**src/rtl/uart_core_param.sv**
```systemverilog
// uart_core_param: full-duplex UART with TX and RX engines sharing one clock.
// Baud timing comes from per-engine cycle counters, so there is no derived clock.
// Frame format (data width, parity, stop bits) is fixed at elaboration.
//
// Optional build macro: UART_LOOPBACK_EN adds the 'loopback' input. When it is
// high, RX listens to the internal TX line and the tx pin is held high.
//
// Ports:
//   clk         system clock
//   rst         synchronous reset, active low
//   rx          serial input (asynchronous to clk)
//   loopback    internal TX->RX loop enable (UART_LOOPBACK_EN builds only)
//   dintx       TX payload
//   newd        TX request, only looked at while the transmitter is idle
//   tx          serial output, idle high
//   txbusy      TX frame in progress
//   donetx      one-cycle pulse during the final cycle of the stop period
//   doutrx      last received payload
//   donerx      one-cycle pulse when doutrx and the error flags update
//   parity_err  parity mismatch on the last frame (always 0 without parity)
//   frame_err   first stop bit of the last frame was sampled low
module uart_core_param #(
  parameter int CLK_FREQ  = 1000000,
  parameter int BAUD_RATE = 9600,
  parameter int DATA_BITS = 8,
  parameter int PARITY    = 0,
  parameter int STOP_BITS = 1
) (
  input  logic                 clk,
  input  logic                 rst,
  input  logic                 rx,
`ifdef UART_LOOPBACK_EN
  input  logic                 loopback,
`endif
  input  logic [DATA_BITS-1:0] dintx,
  input  logic                 newd,
  output logic                 tx,
  output logic                 txbusy,
  output logic                 donetx,
  output logic [DATA_BITS-1:0] doutrx,
  output logic                 donerx,
  output logic                 parity_err,
  output logic                 frame_err
);

  localparam int CLKS_PER_BIT = CLK_FREQ / BAUD_RATE;
  localparam int STOP_LEN     = STOP_BITS * CLKS_PER_BIT;
  localparam int CNT_W        = $clog2(STOP_LEN);
  localparam int BIT_W        = (DATA_BITS > 1) ? $clog2(DATA_BITS) : 1;
  localparam bit HAS_PARITY   = (PARITY != 0);

  localparam logic [CNT_W-1:0] BIT_END  = CNT_W'(CLKS_PER_BIT - 1);
  localparam logic [CNT_W-1:0] HALF_END = CNT_W'(CLKS_PER_BIT / 2 - 1);
  localparam logic [CNT_W-1:0] STOP_END = CNT_W'(STOP_LEN - 1);
  localparam logic [CNT_W-1:0] DONE_AT  = CNT_W'(STOP_LEN - 2);
  localparam logic [BIT_W-1:0] LAST_BIT = BIT_W'(DATA_BITS - 1);

  localparam logic [2:0] ST_IDLE   = 3'd0;
  localparam logic [2:0] ST_START  = 3'd1;
  localparam logic [2:0] ST_DATA   = 3'd2;
  localparam logic [2:0] ST_PARITY = 3'd3;
  localparam logic [2:0] ST_STOP   = 3'd4;

  // Odd mode sends the inverse of the XOR so the total count of ones is odd.
  function automatic logic calc_parity(input logic [DATA_BITS-1:0] d);
    return (PARITY == 1) ? ~(^d) : ^d;
  endfunction

  logic [2:0]           tx_state;
  logic [CNT_W-1:0]     tx_cnt;
  logic [BIT_W-1:0]     tx_bit;
  logic [DATA_BITS-1:0] tx_shift;
  logic                 tx_par;
  logic                 tx_int;

  logic                 rx_src;
  logic                 rx_meta;
  logic                 rx_s;
  logic                 rx_s_d;
  logic [2:0]           rx_state;
  logic [CNT_W-1:0]     rx_cnt;
  logic [BIT_W-1:0]     rx_bit;
  logic [DATA_BITS-1:0] rx_shift;
  logic                 rx_par;

`ifdef UART_LOOPBACK_EN
  assign rx_src = loopback ? tx_int : rx;
  assign tx     = loopback ? 1'b1 : tx_int;
`else
  assign rx_src = rx;
  assign tx     = tx_int;
`endif

  // Transmitter. tx is registered and changes only at bit boundaries; the
  // payload is shifted right so the next bit to send is always bit 0.
  always_ff @(posedge clk) begin
    if (!rst) begin
      tx_state <= ST_IDLE;
      tx_cnt   <= '0;
      tx_bit   <= '0;
      tx_shift <= '0;
      tx_par   <= 1'b0;
      tx_int   <= 1'b1;
      txbusy   <= 1'b0;
      donetx   <= 1'b0;
    end else begin
      donetx <= 1'b0;
      case (tx_state)
        ST_IDLE: begin
          if (newd) begin
            tx_shift <= dintx;
            tx_par   <= calc_parity(dintx);
            tx_int   <= 1'b0;
            txbusy   <= 1'b1;
            tx_cnt   <= '0;
            tx_state <= ST_START;
          end
        end
        ST_START: begin
          if (tx_cnt == BIT_END) begin
            tx_cnt   <= '0;
            tx_bit   <= '0;
            tx_int   <= tx_shift[0];
            tx_shift <= tx_shift >> 1;
            tx_state <= ST_DATA;
          end else begin
            tx_cnt <= tx_cnt + 1'b1;
          end
        end
        ST_DATA: begin
          if (tx_cnt == BIT_END) begin
            tx_cnt <= '0;
            if (tx_bit == LAST_BIT) begin
              if (HAS_PARITY) begin
                tx_int   <= tx_par;
                tx_state <= ST_PARITY;
              end else begin
                tx_int   <= 1'b1;
                tx_state <= ST_STOP;
              end
            end else begin
              tx_bit   <= tx_bit + 1'b1;
              tx_int   <= tx_shift[0];
              tx_shift <= tx_shift >> 1;
            end
          end else begin
            tx_cnt <= tx_cnt + 1'b1;
          end
        end
        ST_PARITY: begin
          if (tx_cnt == BIT_END) begin
            tx_cnt   <= '0;
            tx_int   <= 1'b1;
            tx_state <= ST_STOP;
          end else begin
            tx_cnt <= tx_cnt + 1'b1;
          end
        end
        ST_STOP: begin
          // donetx is raised one edge early so it is high in the final cycle.
          if (tx_cnt == STOP_END) begin
            tx_cnt   <= '0;
            txbusy   <= 1'b0;
            tx_state <= ST_IDLE;
          end else begin
            tx_cnt <= tx_cnt + 1'b1;
            if (tx_cnt == DONE_AT) donetx <= 1'b1;
          end
        end
        default: tx_state <= ST_IDLE;
      endcase
    end
  end

  // Two-flop synchroniser plus one delayed copy for falling-edge detection.
  always_ff @(posedge clk) begin
    if (!rst) begin
      rx_meta <= 1'b1;
      rx_s    <= 1'b1;
      rx_s_d  <= 1'b1;
    end else begin
      rx_meta <= rx_src;
      rx_s    <= rx_meta;
      rx_s_d  <= rx_s;
    end
  end

  // Receiver. After the start midpoint every later sample lands mid-bit.
  // Data enters at the MSB and shifts right, so LSB-first arrival ends aligned.
  always_ff @(posedge clk) begin
    if (!rst) begin
      rx_state   <= ST_IDLE;
      rx_cnt     <= '0;
      rx_bit     <= '0;
      rx_shift   <= '0;
      rx_par     <= 1'b0;
      doutrx     <= '0;
      donerx     <= 1'b0;
      parity_err <= 1'b0;
      frame_err  <= 1'b0;
    end else begin
      donerx <= 1'b0;
      case (rx_state)
        ST_IDLE: begin
          if (rx_s_d && !rx_s) begin
            rx_cnt   <= '0;
            rx_state <= ST_START;
          end
        end
        ST_START: begin
          if (rx_cnt == HALF_END) begin
            rx_cnt   <= '0;
            rx_bit   <= '0;
            rx_state <= rx_s ? ST_IDLE : ST_DATA;
          end else begin
            rx_cnt <= rx_cnt + 1'b1;
          end
        end
        ST_DATA: begin
          if (rx_cnt == BIT_END) begin
            rx_cnt   <= '0;
            rx_shift <= {rx_s, rx_shift[DATA_BITS-1:1]};
            if (rx_bit == LAST_BIT) begin
              rx_state <= HAS_PARITY ? ST_PARITY : ST_STOP;
            end else begin
              rx_bit <= rx_bit + 1'b1;
            end
          end else begin
            rx_cnt <= rx_cnt + 1'b1;
          end
        end
        ST_PARITY: begin
          if (rx_cnt == BIT_END) begin
            rx_cnt   <= '0;
            rx_par   <= rx_s;
            rx_state <= ST_STOP;
          end else begin
            rx_cnt <= rx_cnt + 1'b1;
          end
        end
        ST_STOP: begin
          // Only the first stop bit is checked; returning to IDLE at its
          // midpoint leaves time to catch a back-to-back start edge.
          if (rx_cnt == BIT_END) begin
            rx_cnt     <= '0;
            doutrx     <= rx_shift;
            parity_err <= HAS_PARITY && (rx_par != calc_parity(rx_shift));
            frame_err  <= ~rx_s;
            donerx     <= 1'b1;
            rx_state   <= ST_IDLE;
          end else begin
            rx_cnt <= rx_cnt + 1'b1;
          end
        end
        default: rx_state <= ST_IDLE;
      endcase
    end
  end

endmodule

```
**config.mk**
```make
export PLATFORM = sky130hd
export DESIGN_NAME = uart_core_param
export DESIGN_NICKNAME = d
export VERILOG_FILES = /design/src/rtl/uart_core_param.sv
export SDC_FILE = /design/constraint.sdc
export NUM_CORES = 1
export LEC_CHECK = 0
export ABC_AREA = 1
export BUFFER_PORTS_ARGS = -buffer_cell sky130_fd_sc_hd__buf_4
export CORE_MARGIN = 10
export CORE_UTILIZATION = 35
export DETAILED_ROUTE_END_ITERATION = 7
export PLACE_DENSITY = 0.57
export SYNTH_ARGS = -nofsm -noshare
export SYNTH_HDL_FRONTEND = slang
export SYNTH_SLANG_ARGS = --single-unit
```
**constraint.sdc**
```tcl
create_clock -name clk -period 2.71 [get_ports clk]
set_input_delay 0.4065 -clock clk [delete_from_list [all_inputs] [get_ports clk]]
set_output_delay 0.4065 -clock clk [all_outputs]
set_load 0.1 [all_outputs]
```
==> results.json <==
{
  "p_int_uw": 2058,
  "cpMaxStageDelayCell": "dfxtp_1",
  "max_slew_margin_pct": 64.97,
  "grt_usage_pct": 10.91,
  "p_per_area_mw_per_mm2": 972.6,
  "worstPathMaxFanout": 11,
  "postCtsSetupBuffers": 0,
  "syn_nets": 444,
  "mostFrequentLayoutCells": "nand2_1 (109), nor2_1 (88), dfxtp_1 (58)",
  "crit_type": "register to register",
  "cts_made_buffers": 9,
  "cts_tree": "built",
  "synth_edf_count": 0,
  "grt_start_max_net_pins": 44,
  "synth_warnings": 0,
  "final_common_cell": "nand2_1",
  "crit_start": "rx_cnt[0]",
  "hold_viol_final": 0,
  "cts_hold_buf": 0,
  "finalClockSkew_ps": 5.553,
  "grt_pass1_wl_um": 10600,
  "dp.cells": 542,
  "status": "finished, final reports clean",
  "stdcell_count": 558,
  "clock-sinks": 58,
  "seqPwrFrac_pct": 33.1,
  "irDropWorstVdd_v": 0.0003781,
  "tightest_slew_ps": 524.9,
  "maxCapViolations": 0,
  "min-delay-start": "rx",
  "p_sw_uw": 1199,
  "p_sw_share_pct": 36.82,
  "finalNetCount": 470,
  "num_rows": 32,
  "clock_tree.buffer_depth": 2,
  "min_path_type": "input pin to register",
  "cp_slowest_stage_delay_ps": 410,
  "netlist_area_mm2": 0.002816,
  "drc": 0,
  "critPathLaunchType": "register",
  "clk-insertion-delay-late_ps": 330,
  "path_buf_inv": 1,
  "ant_nets": 0,
  "routed_via_density": 4.600,
  "die_x_um": 109.7,
  "setup_viol": 0,
  "yosysUniqueCellTypes": 27,
  "grt_overflow_total": 0,
  "synthArstFlopShare_pct": 0,
  "finalCriticalPeriod_ps": 1726,
  "io_pins": 26,
  "start_util_pct": 36.26,
  "slew_violations": 0,
  "place.gp.congestion": 0.8048,
  "fin_crit_sh_pct": 63.69,
  "synthCells": 425,
  "cts_resized": 0,
  "report.power.total_uw": 3257,
  "area_growth_pct": 18.88,
  "fmax_ghz": 0.5794,
  "die_h_um": 109.7,
  "postPlaceCellArea_mm2": 0.003073,
  "pwr-share-comb_pct": 33.3,
  "wl_per_cell_um": 11.05,
  "synth_flop_cell": "dfxtp_1",
  "wirelength_um": 6165,
  "fp.coreArea_mm2": 0.007767,
  "final.setup.tns_ps": 0,
  "rsz0062_at_grt": "false",
  "arrival_ps": 1950,
  "die_area_mm2": 0.01204,
  "r2r-start": "rx_cnt[0]",
  "fin_area_mm2": 0.003348,
  "ys_seq_area_share_pct": 41.23,
  "p_clk_share_pct": 33.6,
  "p_leak_uw": 0.001625,
  "crit_family": "simple AND/OR/NAND/NOR gates",
  "antenna_found_initial": 0,
  "first_pass_iters": 4,
  "drive_gt1_share_pct": 12.72,
  "diodes": 0,
  "cts-root-buf": "clkbuf_8",
  "portBuffers": 24,
  "num_vias": 2567,
  "cp.required_ps": 2940,
  "ys_ff_latch": 58,
  "path_clk_slew_ps": 70,
  "grt_pass1_vias": 2291,
  "drt-initial-drc-count": 105,
  "dp_hpwl_um": 4347,
  "endpoint_kind": "register",
  "cts.htree.levels": 3,
  "avgSynthCellArea_um2": 6.627,
  "cp_cell_sequence": "ha_1 -> nand2_1 -> nor2_2 -> nand2_1 -> nor2_2 -> inv_2 -> nor2_1 -> nor2_1"
}
-- flip-flops by register name, indices dropped and copies added (netlist names), 3 cells and up --
register,flops
rx_shift,8
rx_bit,3
tx_cnt,7
tx_shift,8
doutrx,8
rx_cnt,7
rx_state,3
tx_bit,3
tx_state,3
-- final cells by class --
class,count,area (um2)
inverter,50,187.7
clock buffer,10,137.6
multi-input combinational,307,1409
sequential,58,1161
timing repair buffer,25,187.7
fill,856,4419
tap,102,127.6
clock inverter,6,137.6
-- synthesized netlist by cell type, types with 2 or more instances --
| cell | count | area, um2 |
|---|---|---|
| nand3_1 | 25 | 125.1 |
| nand4_1 | 9 | 56.30 |
| inv_1 | 47 | 176.4 |
| nand2_2 | 6 | 37.54 |
| buf_4 | 3 | 22.52 |
| o21ai_0 | 32 | 160.2 |
| dfxtp_1 | 58 | 1161 |
| nor2_2 | 4 | 25.02 |
| clkbuf_1 | 4 | 15.01 |
| or2_2 | 2 | 12.51 |
| nor3_1 | 2 | 10.01 |
| ha_1 | 7 | 87.58 |
| inv_2 | 2 | 7.510 |
| buf_2 | 2 | 10.01 |
| xor2_1 | 3 | 26.28 |
| nor2_1 | 88 | 330.3 |
| nand2_1 | 109 | 409.1 |
| a21oi_1 | 13 | 65.06 |
-- power by group through the flow --
| stage | logic (uW) | clock network, uW | registers (uW) |
|---|---|---|---|
| after floorplan | 860 | 0 | 1140 |
| after global placement | 1080 | 0 | 1090 |
| after detailed placement | 1090 | 0 | 1100 |
| after CTS | 1090 | 1120 | 1080 |
| after global routing | 1270 | 1160 | 1100 |
| final | 1080 | 1090 | 1080 |
-- path summary, 6_finish.rpt --
kind,to,slack [ps],cells past startpoint
max,doutrx[5],980,8
min,rx_meta,260,2
max reg2reg,doutrx[5],980,8
min reg2reg,rx_s,430,1
-- cell families after synthesis --
family / share of synthesized area [%]
and+or+nand+nor: 37.58
buffers and inverters: 8.751
adders and majority gates: 3.110
other: 0.1331
AOI/OAI and AO/OA: 8.263
DFF: 41.23
xor gates and xnor gates: 0.9331
-- layer usage --
| layer | GRT usage (%) | vias up | part of all wire, % |
|---|---|---|---|
| li1 | - | 1381 | - |
| met1 | 13.83 | 1153 | 50 |
| met2 | 16.91 | 27 | 45 |
| met3 | 3.511 | 6 | 3.6 |
| met4 | 4.182 | 0 | 1.2 |
| met5 | 0 | - | 0 |
-- metrics by stage --
stage               util, %  setup WS, ps  hold slack [ps]
finish                43.11         983.9            259.3
global route          43.11         767.4            245.1
CTS                   43.11         961.5            244.6
detailed placement    39.56         980.6            398.8
global placement      39.56          1023            412.8
floorplan                 -          1292            392.5
Power figures use the tool's default switching activity.
